### config.mk
export PLATFORM = sky130hd
export DESIGN_NAME = branch_predictor
export DESIGN_NICKNAME = d
export VERILOG_FILES = /design/src/rtl/bp_pkg.sv /design/src/rtl/bp_sat_counter.sv /design/src/rtl/branch_predictor.sv
export SDC_FILE = /design/constraint.sdc
export NUM_CORES = 1
export LEC_CHECK = 0
export ABC_AREA = 1
export BUFFER_PORTS_ARGS = -buffer_cell sky130_fd_sc_hd__buf_2
export CAP_MARGIN = 20
export CORE_UTILIZATION = 40
export CTS_BUF_LIST = sky130_fd_sc_hd__clkbuf_4
export DETAILED_ROUTE_END_ITERATION = 10
export MAX_ROUTING_LAYER = met4
export PLACE_DENSITY_LB_ADDON = 0.15
export REMOVE_ABC_BUFFERS = 1
export SETUP_SLACK_MARGIN = 0.15
export SKIP_CTS_REPAIR_TIMING = 1
export SLEW_MARGIN = 20
export SYNTH_ARGS = -nofsm -noshare
export SYNTH_HDL_FRONTEND = slang
export SYNTH_SLANG_ARGS = --single-unit
export TNS_END_PERCENT = 50
### constraint.sdc
create_clock -name clk -period 3.4 [get_ports clk]
set_input_delay 0.17 -clock clk [delete_from_list [all_inputs] [get_ports clk]]
set_output_delay 0.17 -clock clk [all_outputs]
set_load 0.005 [all_outputs]
### src/rtl/bp_pkg.sv
// Shared definitions for the branch predictor: 2-bit counter encodings and the
// per-entry state record.
package bp_pkg;

    localparam logic [1:0] BP_SNT = 2'b00;
    localparam logic [1:0] BP_WNT = 2'b01;
    localparam logic [1:0] BP_WT  = 2'b10;
    localparam logic [1:0] BP_ST  = 2'b11;

    // Tag and target widths depend on the instance parameters, so those fields
    // are stored in separately sized arrays next to this record.
    typedef struct packed {
        logic       valid;
        logic [1:0] ctr;
    } bp_entry_t;

    function automatic logic bp_ctr_taken(input logic [1:0] ctr);
        return ctr[1];
    endfunction

endpackage

### src/rtl/bp_sat_counter.sv
// 2-bit saturating direction counter: next state from current state and the
// resolved outcome.
module bp_sat_counter
    import bp_pkg::*;
(
    input  logic [1:0] ctr,
    input  logic       taken,
    output logic [1:0] ctr_next
);

    always_comb begin
        ctr_next = ctr;
        if (taken) begin
            if (ctr != BP_ST) ctr_next = ctr + 2'd1;
        end else begin
            if (ctr != BP_SNT) ctr_next = ctr - 2'd1;
        end
    end

endmodule

### src/rtl/branch_predictor.sv
// Direct-mapped BTB with 2-bit counters: zero-latency lookup, resolve-time
// update and mispredict detection. Define BP_STATS_EN to add statistic counters.
module branch_predictor
    import bp_pkg::*;
#(
    parameter int XLEN    = 32,
    parameter int ENTRIES = 16
) (
    input  logic            clk,
    input  logic            rst,
    input  logic            lookup_valid,
    input  logic [XLEN-1:0] lookup_pc,
    output logic            pred_hit,
    output logic            pred_taken,
    output logic [XLEN-1:0] pred_target,
    input  logic            resolve_valid,
    input  logic [XLEN-1:0] resolve_pc,
    input  logic [XLEN-1:0] resolve_target,
    input  logic            resolve_taken,
    input  logic            resolve_pred_taken,
    input  logic [XLEN-1:0] resolve_pred_target,
    output logic            mispredict,
    output logic [XLEN-1:0] redirect_pc
`ifdef BP_STATS_EN
    ,
    output logic [31:0]     stat_lookups,
    output logic [31:0]     stat_mispredicts
`endif
);

    localparam int IDX_W = $clog2(ENTRIES);
    localparam int TAG_W = XLEN - IDX_W - 2;

    if (ENTRIES < 2 || (ENTRIES & (ENTRIES - 1)) != 0) begin : g_bad_entries
        $error("branch_predictor: ENTRIES must be a power of two >= 2");
    end

    bp_entry_t        entry_q  [ENTRIES];
    bp_entry_t        entry_d  [ENTRIES];
    logic [TAG_W-1:0] tag_q    [ENTRIES];
    logic [TAG_W-1:0] tag_d    [ENTRIES];
    logic [XLEN-1:0]  target_q [ENTRIES];
    logic [XLEN-1:0]  target_d [ENTRIES];

    logic [IDX_W-1:0] lk_idx;
    logic [TAG_W-1:0] lk_tag;
    logic [IDX_W-1:0] rs_idx;
    logic [TAG_W-1:0] rs_tag;
    logic             rs_hit;
    logic [1:0]       ctr_upd;

    assign lk_idx = lookup_pc[IDX_W+1:2];
    assign lk_tag = lookup_pc[XLEN-1:IDX_W+2];
    assign rs_idx = resolve_pc[IDX_W+1:2];
    assign rs_tag = resolve_pc[XLEN-1:IDX_W+2];

    always_comb begin
        pred_hit    = entry_q[lk_idx].valid && (tag_q[lk_idx] == lk_tag);
        pred_taken  = pred_hit && bp_ctr_taken(entry_q[lk_idx].ctr);
        pred_target = pred_taken ? target_q[lk_idx] : lookup_pc + XLEN'(4);
    end

    assign mispredict  = resolve_valid &&
                         ((resolve_taken != resolve_pred_taken) ||
                          (resolve_taken && (resolve_target != resolve_pred_target)));
    assign redirect_pc = resolve_taken ? resolve_target : resolve_pc + XLEN'(4);

    assign rs_hit = entry_q[rs_idx].valid && (tag_q[rs_idx] == rs_tag);

    bp_sat_counter u_sat_counter (
        .ctr      (entry_q[rs_idx].ctr),
        .taken    (resolve_taken),
        .ctr_next (ctr_upd)
    );

    always_comb begin
        entry_d  = entry_q;
        tag_d    = tag_q;
        target_d = target_q;
        if (resolve_valid) begin
            if (rs_hit) begin
                entry_d[rs_idx].ctr = ctr_upd;
                if (resolve_taken) target_d[rs_idx] = resolve_target;
            end else if (resolve_taken) begin
                // Taken miss replaces whatever lives at this index.
                entry_d[rs_idx].valid = 1'b1;
                entry_d[rs_idx].ctr   = BP_WT;
                tag_d[rs_idx]         = rs_tag;
                target_d[rs_idx]      = resolve_target;
            end
        end
    end

    always_ff @(posedge clk or posedge rst) begin
        if (rst) begin
            for (int i = 0; i < ENTRIES; i++) begin
                entry_q[i].valid <= 1'b0;
                entry_q[i].ctr   <= BP_WNT;
            end
        end else begin
            entry_q <= entry_d;
        end
    end

    always_ff @(posedge clk) begin
        if (!rst) begin
            tag_q    <= tag_d;
            target_q <= target_d;
        end
    end

`ifdef BP_STATS_EN
    logic [31:0] stat_lookups_q;
    logic [31:0] stat_lookups_d;
    logic [31:0] stat_mispredicts_q;
    logic [31:0] stat_mispredicts_d;

    always_comb begin
        stat_lookups_d     = stat_lookups_q;
        stat_mispredicts_d = stat_mispredicts_q;
        if (lookup_valid && stat_lookups_q != 32'hFFFF_FFFF)
            stat_lookups_d = stat_lookups_q + 32'd1;
        if (mispredict && stat_mispredicts_q != 32'hFFFF_FFFF)
            stat_mispredicts_d = stat_mispredicts_q + 32'd1;
    end

    always_ff @(posedge clk or posedge rst) begin
        if (rst) begin
            stat_lookups_q     <= 32'd0;
            stat_mispredicts_q <= 32'd0;
        end else begin
            stat_lookups_q     <= stat_lookups_d;
            stat_mispredicts_q <= stat_mispredicts_d;
        end
    end

    assign stat_lookups     = stat_lookups_q;
    assign stat_mispredicts = stat_mispredicts_q;
`else
    logic unused_lookup_valid;
    assign unused_lookup_valid = lookup_valid;
`endif

endmodule

==> reports/metrics.yaml <==
port_buffers: 199
status: "complete, but fails checks"
cellLeakagePower_nw: 22.8
finalCritPeriodShare: 1.16
setup_viol: 44
post-route-drc-count: 0
swShare: 0.267
routed_wl_mm: 183
avgViaCountPerCell: 5.57
grt_pass1_wl_mm: 254
ir_worst_vdd_mv: 0.250
end_kind: "output port"
syn_inst: 5026
syn2layout_area_growth_pct: 20.2
avgSynthCellArea_um2: 9.50
final_area_mm2: 0.0574
multi_input_area_mm2: 0.0160
drt_pass1_iterations: 6
tightest_slew_ps: 928
synth_seq_area_share: 0.609
regArea_mm2: 0.0291
post-dp-hpwl_mm: 114
crit_type: "input port to output port"
root_buffer: "clkbuf_4"
ys_seq_elements: 976
clk_pin_slew_ps: 70
track_usage: 0.301
place_area_mm2: 0.0524
cts_tree: "done"
cts_made_buffers: 289
fillCellCount: 11200
start_util: 0.404
netlist-cell-type-count: 51
power.share.clock: 0.389
worst_slack_ps: -534
drt-initial-drc-count: 4994
slew_headroom: 0.376
grt_pass1_vias: 37000
antenna_found_initial: 12
syn_area_mm2: 0.0477
h-tree-depth: 5
hp-class: "input port to register"
grt-ovfl-total: 0
p_seq_frac: 0.493
crit_arrival_ps: 3760
rsz0062_at_grt: "yes"
core_area_mm2: 0.118
yosysWarnings: 0
post-route-min-period_ps: 3930
final_nets: 5718
fin_tns_setup_ps: -15670
slew_viol_final: 0
dieWidth_um: 347
fin_total_pwr_w: 0.0271
start_kind: "input port"
fmax_mhz: 254
clk_latency_ps: 1220
dieArea_mm2: 0.121
fp.dieH_um: 347
p_sw_w: 0.00724
num_vias: 40700
skew_ps: 81.7
required_ps: 3230
rows: 126
gp_congestion: 1.02
crit_path_max_fanout: 5
drive_gt1_frac: 0.183
timing.hold.ws_ps: 16.6
hold_violations: 0
cts_sinks: 976
violations: "negative setup slack"
pwr-share-comb: 0.118
ios: 201
p_int_w: 0.0198
grt_max_degree: 142
wl_per_cell_um: 25.1
postRouteAntennaNets: 0
clockBufferDepth: 4
powerDensity_mw_per_mm2: 472
max_cap_viol_count: 0
power groups by stage:
stage          sequential, W  clock (W)  combinational [W]
2_1_floorplan         0.0136          0            0.00126
3_3_place_gp          0.0136          0            0.00294
3_5_place_dp          0.0136          0            0.00296
4_1_cts               0.0133     0.0108            0.00297
5_1_grt               0.0133     0.0114            0.00342
6_report              0.0133     0.0105            0.00320
sequential cells by signal, summed over array words and instances (netlist names):
signal / cells
tag_q: 416
entry_q: 48
target_q: 512
placed cells by master (no fill, tap or decap), types with 64 or more instances in the layout:
cell type and instances:
nand3_1 250, o21ai_0 517, nand4_1 64, nand2_1 1123, buf_2 191, clkbuf_4 402, inv_1 437, nor2_1 577
buf_12 88, a21oi_1 183, o211ai_1 94, dlygate4sd3_1 112, edfxtp_1 928, o22ai_1 86, buf_4 175
cells in the mapped netlist (all sizes together):
library cell	n	area share
o211ai	94	0.015
a221oi	15	0.0028
clkinv	2	0.00016
inv	457	0.036
a21oi	185	0.019
o21bai	1	0.00016
nor3b	1	0.00016
nor3	47	0.0053
o31ai	1	0.00016
a22oi	1	0.00016
nand2	1170	0.092
o22ai	86	0.011
and3	1	0.00013
edfxtp	928	0.58
a32o	14	0.0029
or4	1	0.00016
o21ai	569	0.060
nand3	262	0.027
dfrtp	32	0.017
o21a	1	0.00016
ha	5	0.0013
a31oi	7	0.00092
xnor2	3	0.00055
o221ai	46	0.0084
nor2	610	0.049
o211a	7	0.0015
or3b	1	0.00018
maj3	1	0.00024
a211oi	1	0.00016
nand4	65	0.0086
nor4	13	0.0020
a21boi	1	0.00016
clkbuf	128	0.010
buf	186	0.023
and2	2	0.00026
xor2	63	0.012
dfstp	16	0.0088
nand3b	3	0.00047
metrics by stage:
stage	util	setup WS [ps]	cells
2_1_floorplan	-	-1330	4712
3_3_place_gp	0.443	-358	6709
3_5_place_dp	0.443	-393	6709
4_1_cts	0.471	-848	7172
5_1_grt	0.485	-647	7293
6_report	0.485	-534	7298
worst max-delay path: stages:
cell	delay [ps]
buf_2	120
dlygate4sd3_1	770
nand2_2	130
inv_4	160
nand2_4	140
nor3_4	210
nand2_1	120
nor2_2	190
nand3_2	200
nor2_4	200
nand4_1	240
nor3_2	240
o21ai_0	130
a21oi_2	410
buf_4	200
nor2_1	30
buf_2	120
final cells by class:
type,count,area share
clock buffer,402,0.0526
timing repair buffer,576,0.0925
multi-input combinational,3277,0.278
sequential,976,0.507
antenna,11,0.000480
tap,1536,0.0335
inverter,459,0.0307
clock inverter,61,0.00506
metal layers:
layer | global-route usage | routed length, um
met5 | - | 0
met4 | 0.102 | 5770
met3 | 0.0593 | 17500
met2 | 0.441 | 81200
met1 | 0.417 | 78400
worst paths after layout:
path                          startpoint              end  slack, ps  cells past startpoint
setup / recovery           resolve_pc[5]  redirect_pc[30]       -530                     17
min in group asynchronous            rst      entry_q[37]        280                      5
hold reg to reg               entry_q[8]       entry_q[8]        470                      2
setup reg to reg              tag_q[261]       tag_q[155]        340                     16
max in group asynchronous            rst      entry_q[10]       2650                      5
hold / removal             resolve_pc[9]        tag_q[55]         20                      3
kinds of logic after synthesis:
kind of cell	synth area share
compound gates	0.123
xor+xnor	0.0121
fa+ha+maj	0.00155
buf+inv	0.0690
flops	0.609
simple gates	0.186
(Power assumes the default switching activity.)
